<file path="config.mk">
export PLATFORM = sky130hd
export DESIGN_NAME = inst_fetch_ctrl
export DESIGN_NICKNAME = d
export VERILOG_FILES = /design/src/rtl/inst_fetch_ctrl.sv
export SDC_FILE = /design/constraint.sdc
export NUM_CORES = 1
export LEC_CHECK = 0
export CAP_MARGIN = 20
export CELL_PAD_IN_SITES_DETAIL_PLACEMENT = 0
export CELL_PAD_IN_SITES_GLOBAL_PLACEMENT = 1
export CORE_MARGIN = 2
export CORE_UTILIZATION = 43
export CTS_BUF_LIST = sky130_fd_sc_hd__clkbuf_8
export CTS_CLUSTER_DIAMETER = 200
export DETAILED_ROUTE_END_ITERATION = 6
export GPL_TIMING_DRIVEN = 0
export PLACE_DENSITY_LB_ADDON = 0.15
export SYNTH_ARGS = -nofsm -noshare
export SYNTH_HDL_FRONTEND = slang
export SYNTH_SLANG_ARGS = --single-unit
</file>
<file path="constraint.sdc">
create_clock -name clk -period 4.3 [get_ports clk]
set_input_delay 0.43 -clock clk [delete_from_list [all_inputs] [get_ports clk]]
set_output_delay 0.43 -clock clk [all_outputs]
set_load 0.02 [all_outputs]
</file>
<file path="src/rtl/inst_fetch_ctrl.sv">
// Instruction fetch controller: issues word addresses to instruction memory and
// buffers returned words in a 2-entry FIFO toward decode.
// Optional macro INST_FETCH_PERF_CNT_EN adds fetch_count / stall_count outputs.
//
// state  | meaning
// IDLE   | not fetching; PC held except by redirect
// RUN    | issuing requests, one per cycle when FIFO has room
// DRAIN  | run dropped; finishing the in-flight request, FIFO still presented
module inst_fetch_ctrl #(
  parameter int ADDR_BIT_WIDTH = 11,
  parameter int DATA_BIT_WIDTH = 32,
  parameter logic [ADDR_BIT_WIDTH-1:0] RESET_PC = '0
) (
  input  logic                      clk,
  input  logic                      reset,
  input  logic                      run,
  input  logic                      redirect_valid,
  input  logic [ADDR_BIT_WIDTH-1:0] redirect_pc,
  output logic [ADDR_BIT_WIDTH-1:0] imemAddr,
  input  logic [DATA_BIT_WIDTH-1:0] imemData,
  output logic                      inst_valid,
  input  logic                      inst_ready,
  output logic [DATA_BIT_WIDTH-1:0] inst_data,
  output logic [ADDR_BIT_WIDTH-1:0] inst_pc,
  output logic                      busy
`ifdef INST_FETCH_PERF_CNT_EN
  ,
  output logic [31:0]               fetch_count,
  output logic [31:0]               stall_count
`endif
);

  typedef enum logic [1:0] {
    S_IDLE  = 2'd0,
    S_RUN   = 2'd1,
    S_DRAIN = 2'd2
  } state_t;

  state_t state, state_nxt;

  logic [ADDR_BIT_WIDTH-1:0] pc, pc_nxt;
  logic                      inflight;
  logic [ADDR_BIT_WIDTH-1:0] inflight_pc;

  logic [DATA_BIT_WIDTH-1:0] fifo_data [2];
  logic [ADDR_BIT_WIDTH-1:0] fifo_pc   [2];
  logic                      wr_ptr;
  logic                      rd_ptr;
  logic [1:0]                count;

  logic       pop;
  logic       push;
  logic       issue;
  logic [2:0] occupancy;

  assign imemAddr   = pc;
  assign inst_valid = (count != 2'd0);
  assign inst_data  = fifo_data[rd_ptr];
  assign inst_pc    = fifo_pc[rd_ptr];
  assign busy       = (state != S_IDLE);

  assign pop       = inst_valid & inst_ready;
  assign push      = inflight & ~redirect_valid;
  assign occupancy = {1'b0, count} + {2'b00, inflight};

  // Issue only if the slot freed by this cycle's pop leaves room for the return.
  assign issue = (state == S_RUN) && !redirect_valid &&
                 (occupancy < (3'd2 + {2'b00, pop}));

  always_comb begin
    state_nxt = state;
    case (state)
      S_IDLE: begin
        if (run) state_nxt = S_RUN;
      end
      S_RUN: begin
        if (!run) state_nxt = S_DRAIN;
      end
      S_DRAIN: begin
        if (run)
          state_nxt = S_RUN;
        else if ((count == 2'd0) && !inflight)
          state_nxt = S_IDLE;
      end
      default: state_nxt = S_IDLE;
    endcase
  end

  always_comb begin
    pc_nxt = pc;
    if (redirect_valid)
      pc_nxt = redirect_pc;
    else if (issue)
      pc_nxt = pc + 1'b1;
  end

  always_ff @(posedge clk) begin
    if (reset) begin
      state       <= S_IDLE;
      pc          <= RESET_PC;
      inflight    <= 1'b0;
      inflight_pc <= '0;
    end else begin
      state    <= state_nxt;
      pc       <= pc_nxt;
      inflight <= issue;
      if (issue)
        inflight_pc <= pc;
    end
  end

  always_ff @(posedge clk) begin
    if (reset) begin
      count  <= 2'd0;
      wr_ptr <= 1'b0;
      rd_ptr <= 1'b0;
      for (int i = 0; i < 2; i++) begin
        fifo_data[i] <= '0;
        fifo_pc[i]   <= '0;
      end
    end else if (redirect_valid) begin
      // A pop in this cycle still completes; its entry is simply dropped with the rest.
      count  <= 2'd0;
      wr_ptr <= 1'b0;
      rd_ptr <= 1'b0;
    end else begin
      if (push) begin
        fifo_data[wr_ptr] <= imemData;
        fifo_pc[wr_ptr]   <= inflight_pc;
        wr_ptr            <= ~wr_ptr;
      end
      if (pop)
        rd_ptr <= ~rd_ptr;
      count <= count + {1'b0, push} - {1'b0, pop};
    end
  end

`ifdef INST_FETCH_PERF_CNT_EN
  always_ff @(posedge clk) begin
    if (reset) begin
      fetch_count <= 32'd0;
      stall_count <= 32'd0;
    end else begin
      fetch_count <= fetch_count + {31'd0, pop};
      stall_count <= stall_count + {31'd0, inst_valid & ~inst_ready};
    end
  end
`endif

endmodule

</file>
==> results of run 1 <==
## critical path, delay by kind of cell, from the launching register on
| family | cells | cell delay (ps) |
|---|---|---|
| multiplexers | 1 | 410 |
| buffers and inverters | 3 | 1410 |
| flip-flops | 1 | 300 |
## per-stage QoR
step	cell area [um^2]	total power [mW]	TNS, ps	instances
after detailed placement	6409	1.512	0	661
after CTS	6819	2.538	0	693
after global placement	6377	1.507	-11080	660
after global routing	6839	2.613	0	694
final	6839	2.515	0	694
after floorplan	5182	1.386	0	412
## sequential cells by signal, summed over array words and instances (netlist names), named ones only
name and flops:
count 2, fifo_data 64, fifo_pc 22, imemAddr 11, inflight 1, inflight_pc 11, rd_ptr 1, state 2
wr_ptr 1
## routing by layer
metal,routed length [um],part of all wire [%],up-vias
met5,0,0,-
met4,126,1.2,0
met3,434,4.0,14
met2,5389,49,85
met1,5004,46,1715
li1,-,-,1747
## placed cells by master, fill, tap and decap left out, types with 7 or more instances in the layout
cell type / synthesis / routed
clkdlybuf4s50_1: 0 / 101
clkbuf_1: 24 / 24
mux2_2: 43 / 43
nor3_1: 9 / 9
edfxtp_1: 86 / 86
nand3_1: 14 / 14
and2_1: 86 / 86
nand2_1: 7 / 7
a21oi_1: 12 / 12
inv_1: 7 / 13
a311oi_1: 10 / 10
o21ai_0: 15 / 15
clkbuf_8: 0 / 21
dfxtp_1: 30 / 30
nor2_1: 12 / 12
## final timing paths
| path | to | start | depth (start not counted) | slack, ps |
|---|---|---|---|---|
| worst max-delay path | inst_pc[3] | register | 4 | 1340 |
| worst min-delay path | inflight_pc[0] | inflight_pc[0] | 2 | 480 |
| worst max register to register | fifo_data[1][11] | inflight | 4 | 1750 |
| worst min register to register | inflight_pc[0] | inflight_pc[0] | 2 | 480 |
## cell type report
cell class              count  area share, %
plain buffers              28          1.683
clock buffers              21          4.226
clock inverters            11          1.775
inverters                   7         0.3842
multi-input cells         261          27.33
flip-flops and latches    116          46.54
well taps                 147          2.689
repair buffers            103          15.37
## where the power goes
group	total, mW	switching [mW]	internal, mW
clock network	1.03	0.407	0.621
registers	1.26	0.0230	1.24
logic	0.225	0.108	0.116
total	2.52	0.538	1.98
## cells by family after synthesis
kind of cell	Yosys count
AND/OR/NAND/NOR	157
flip-flops	116
AO/OA/AOI/OAI	52
XOR/XNOR	4
buffers and inverters	35
multiplexers	43
adder cells (fa/ha/maj)	5
==> impl_metrics.ini, run 1 <==
[pwr]
ir_drop_mv = 0.1803
powerDensity_nw_per_um2 = 367.8
p_leak_nw = 2.537

[synthesis]
synth_top_area_share_pct = 49.83
synth_ff_type = edfxtp_1
ys_seq_elements = 116
synth_mux_area_share_pct = 9.343
yosys_warnings = 0
synthAdderAreaFrac_pct = 1.207
syn_inst = 412
yosys.area_share.xor_xnor_pct = 0.6760
synth_edf_count = 86
synth.distinct_cells = 41
synth-compound-area-share_pct = 6.615
ys_async_sr_fraction_pct = 0
syn_avg_cell_area_um2 = 12.58
synth.area.top_cells = edfxtp_1, dfxtp_1, and2_1, mux2_2, clkbuf_1
synth-simple-area-share_pct = 18.01
synth_top_family_by_area = simple AND/OR/NAND/NOR gates
ys_seq_area_share_pct = 61.42
netlist_area_um2 = 5182
synth_area_leader_cell = edfxtp_1
netlist_top_cells_count = and2_1, edfxtp_1, mux2_2, dfxtp_1, clkbuf_1
syn-num-nets = 465

[floorplan]
io_pins = 104
fp.dieH_um = 113.8
start_util_pct = 43.51
fp.dieArea_um2 = 12950
core_area_um2 = 11910
die_w_um = 113.8
rows = 40

[critical_path]
setup.worst_path.end_class = output pin
worstPathArrival_ps = 2530
worst_path_largest_cell_delay_ps = 560
cp_common_cell = clkbuf_1
path_cells = clkbuf_1 -> clkbuf_1 -> mux2_2 -> clkdlybuf4s50_1
critPathLaunchType = register
worstSetupPathType = reg2out
cp_slowest_cell = clkdlybuf4s50_1
cp_max_fo = 10
crit_required_ps = 3870

[global_route]
use_met2_pct = 29.90
grt_pass1_vias = 3577
top_usage_layer = met2
grt_pass1_wl_um = 17670
grtUsageMet3_pct = 4.729
grt_max_degree = 44
grtUsageTotal_pct = 17.69
globalRouteMet1Util_pct = 22.09
overflow = 0
antenna_found_initial = 0

[routing]
drc = 0
num_vias = 3561
dr.pass1.iters = 6
drt_iter0_drc = 149
drt-total-wl_um = 10960
vias_per_cell = 5.131
ant_nets = 0
wl_per_cell_um = 15.79

[sta]
setup-violations-final = 0
relSlewSlack_pct = 32.19
worst_pin_slew_ps = 1015
timing.fmax_mhz = 337.3
worst_slack_ps = 1335
maxSlewViolCount = 0
rsz0062_at_grt = false
period_share_pct = 68.94
holdWs_ps = 480.2
finalCriticalPeriod_ps = 2965
hold_viol = 0
fin_skew_ps = 7.900

[clocking]
path_clk_slew_ps = 60
cts_buffers = 17
cts_hold_buf = 0
cts_htree_levels = 4
cts_tree = yes
cts_num_sinks = 116
cts.repair.resized = 0
clock_path_buffers = 2
cts_setup_buffers = 0
cts_root_buf = clkbuf_8
clock_latency_ps = 410

[layout]
area_growth_pct = 31.97
drive_gt1_share_pct = 14.81
antenna-diode-count = 0
layout.nets = 587
fillCellCount = 1048
regArea_um2 = 3183
multi_input_area_um2 = 1869
final_util_pct = 57.42

[outcome]
status = finished clean

[placed_design]
dp_slack_ps = 1046
portBuffers = 101
dpl.hpwl_um = 7434
gp_congestion = 0.8143

[flow_run]
drv_cap = 0

[hold_path]
min_path_type = reg2reg
Note: power is estimated with default switching activity, not from simulation.
==> inputs of run 2 (changes only) <==
--- a/config.mk
+++ b/config.mk
@@ -9,7 +9,7 @@
 export CELL_PAD_IN_SITES_DETAIL_PLACEMENT = 0
 export CELL_PAD_IN_SITES_GLOBAL_PLACEMENT = 1
 export CORE_MARGIN = 2
-export CORE_UTILIZATION = 43
+export CORE_UTILIZATION = 38
 export CTS_BUF_LIST = sky130_fd_sc_hd__clkbuf_8
 export CTS_CLUSTER_DIAMETER = 200
 export DETAILED_ROUTE_END_ITERATION = 6
==> constraint.sdc (replaced) <==
create_clock -name clk -period 2.45 [get_ports clk]
set_input_delay 0.245 -clock clk [delete_from_list [all_inputs] [get_ports clk]]
set_output_delay 0.245 -clock clk [all_outputs]
set_load 0.02 [all_outputs]
==> impl_metrics.ini, run 2 (synthesis gave the netlist of run 1 again) <==
[layout]
regMostFlops = fifo_data
layout.nets = 585
final_util_pct = 52.13
largest_reg_flops = 64
multi_input_area_um2 = 1877
final_cell_mix = clkdlybuf4s50_1, and2_1, edfxtp_1
stdcell_area_um2 = 6930
final_common_cell = clkdlybuf4s50_1
fillCellCount = 1180
antenna-diode-count = 0
top_regs = fifo_data x64, fifo_pc x22
drive_gt1_share_pct = 17.06
regArea_um2 = 3184
area_growth_pct = 33.73

[global_route]
antenna_found_initial = 0
grt_pass1_vias = 3622
grtUsageTotal_pct = 16.37
overflow = 0
grt_pass1_wl_um = 18350
grt_max_degree = 44

[sta]
tns_ps = 0
timing.fmax_mhz = 429.6
relSlewSlack_pct = 40.86
finalCriticalPeriod_ps = 2328
period_share_pct = 95.00
setup-violations-final = 0
maxSlewViolCount = 0
fin_skew_ps = 11.10
rsz0062_at_grt = false
hold_viol = 0
worst_pin_slew_ps = 884.7

[critical_path]
worstSetupPathType = reg2out
worstPathArrival_ps = 2080
r2r-end = fifo_pc[1][3]
reg2reg_slack_ps = 260
critPathLaunchType = register
r2r-start = inflight
cp_max_fo = 10
crit_required_ps = 2200
rr_worst_depth = 3
setup.worst_path.end_class = output pin

[pwr]
powerDensity_nw_per_um2 = 672.4
ir_drop_mv = 0.2850
p_leak_nw = 2.535

[floorplan]
rows = 42
fp.dieArea_um2 = 14590
die_w_um = 120.8
start_util_pct = 38.98
core_area_um2 = 13300
fp.dieH_um = 120.8
io_pins = 104

[clocking]
clock_path_buffers = 2
path_clk_slew_ps = 80
cts_buffers = 17
cts_num_sinks = 116
cts_tree = yes
cts_htree_levels = 4
cts_setup_buffers = 0
clock_latency_ps = 430
cts_root_buf = clkbuf_8

[placed_design]
placed_cell_area_um2 = 6452
portBuffers = 101
dpl.hpwl_um = 7648
gp_congestion = 0.8102

[routing]
drt-total-wl_um = 11410
drt_iter0_drc = 217
dr.pass1.iters = 4
num_vias = 3612
ant_nets = 0
wl_per_cell_um = 15.83
vias_per_cell = 5.010
drc = 0

[hold_path]
min-delay-start = redirect_valid
hold_end = imemAddr[7]
holdPathStages = 3
min_path_type = in2reg

[flow_run]
drv_cap = 0

[outcome]
status = finished clean
run 2: changes by cell type in the layout (fill, tap and decap cells not counted), moves of 2 or more:
cell        change
buf_2           +2
inv_1           -6
clkbuf_4        +2
clkbuf_8        -4
clkinv_4        +2
clkbuf_1        -5
clkinvlp_4      +4
bufinv_16       +2
inv_6           +3
buf_12          -2
run 2: report_power, final:
| part | total [mW] | leakage (nW) | internal, mW | switching (mW) |
|---|---|---|---|---|
| combinational | 0.394 | 1.18 | 0.203 | 0.191 |
| sequential | 2.22 | 1.13 | 2.18 | 0.0411 |
| clock | 2.05 | 0.219 | 1.22 | 0.829 |
run 2: through the flow:
| step | std cells | total power [mW] | setup WS (ps) | hold WS (ps) |
|---|---|---|---|---|
| floorplan | 412 | 2.432 | 297.6 | 323.5 |
| global placement | 689 | 2.646 | -615.5 | 459.3 |
| detailed placement | 690 | 2.656 | -554.4 | 475.3 |
| CTS | 721 | 4.701 | 20.54 | 284.6 |
| global route | 721 | 4.819 | 4.831 | 315.9 |
| finish | 721 | 4.660 | 122.4 | 301.2 |
run 2: per-layer routing:
layer / GRT usage (%) / vias to the layer above / part of all wire [%]
met4: 6.105 / 0 / 1.6
met2: 26.77 / 114 / 49
li1: - / 1743 / -
met5: 0 / - / 0
met1: 20.67 / 1739 / 44
met3: 4.623 / 16 / 5.8
run 2: worst max-delay path, stage by stage, from the launching register on:
cell	delay, ps
dfxtp_2	440
buf_2	300
mux2_2	360
clkdlybuf4s50_1	560
run 2: worst max path at each step:
| stage | from | to | slack [ps] | depth (start not counted) |
|---|---|---|---|---|
| 2_1_floorplan | redirect_valid | fifo_data[0][0] | 300 | 4 |
| 3_3_place_gp | redirect_valid | fifo_data[1][3] | -620 | 5 |
| 3_5_place_dp | redirect_valid | fifo_data[1][3] | -550 | 5 |
| 4_1_cts | register | inst_pc[3] | 20 | 3 |
| 5_1_grt | register | inst_data[14] | 5 | 3 |
| 6_report | register | inst_data[24] | 120 | 3 |
run 2: final cells by class:
type | count | share of cell area, %
Timing Repair Buffer | 102 | 14.98
Sequential cell | 116 | 45.95
Buffer | 27 | 1.751
Tap cell | 176 | 3.177
Clock buffer | 17 | 3.376
Clock inverter | 15 | 3.304
Multi-Input combinational cell | 261 | 27.08
Inverter | 7 | 0.3791
run 2: repair_timing:
action / CTS / global route
resized for setup: 8 / 4
hold buffers: 0 / 0
endpoints found under the hold margin: 0 / 0
setup endpoints to repair: 83 / 25
gates cloned: 0 / 0
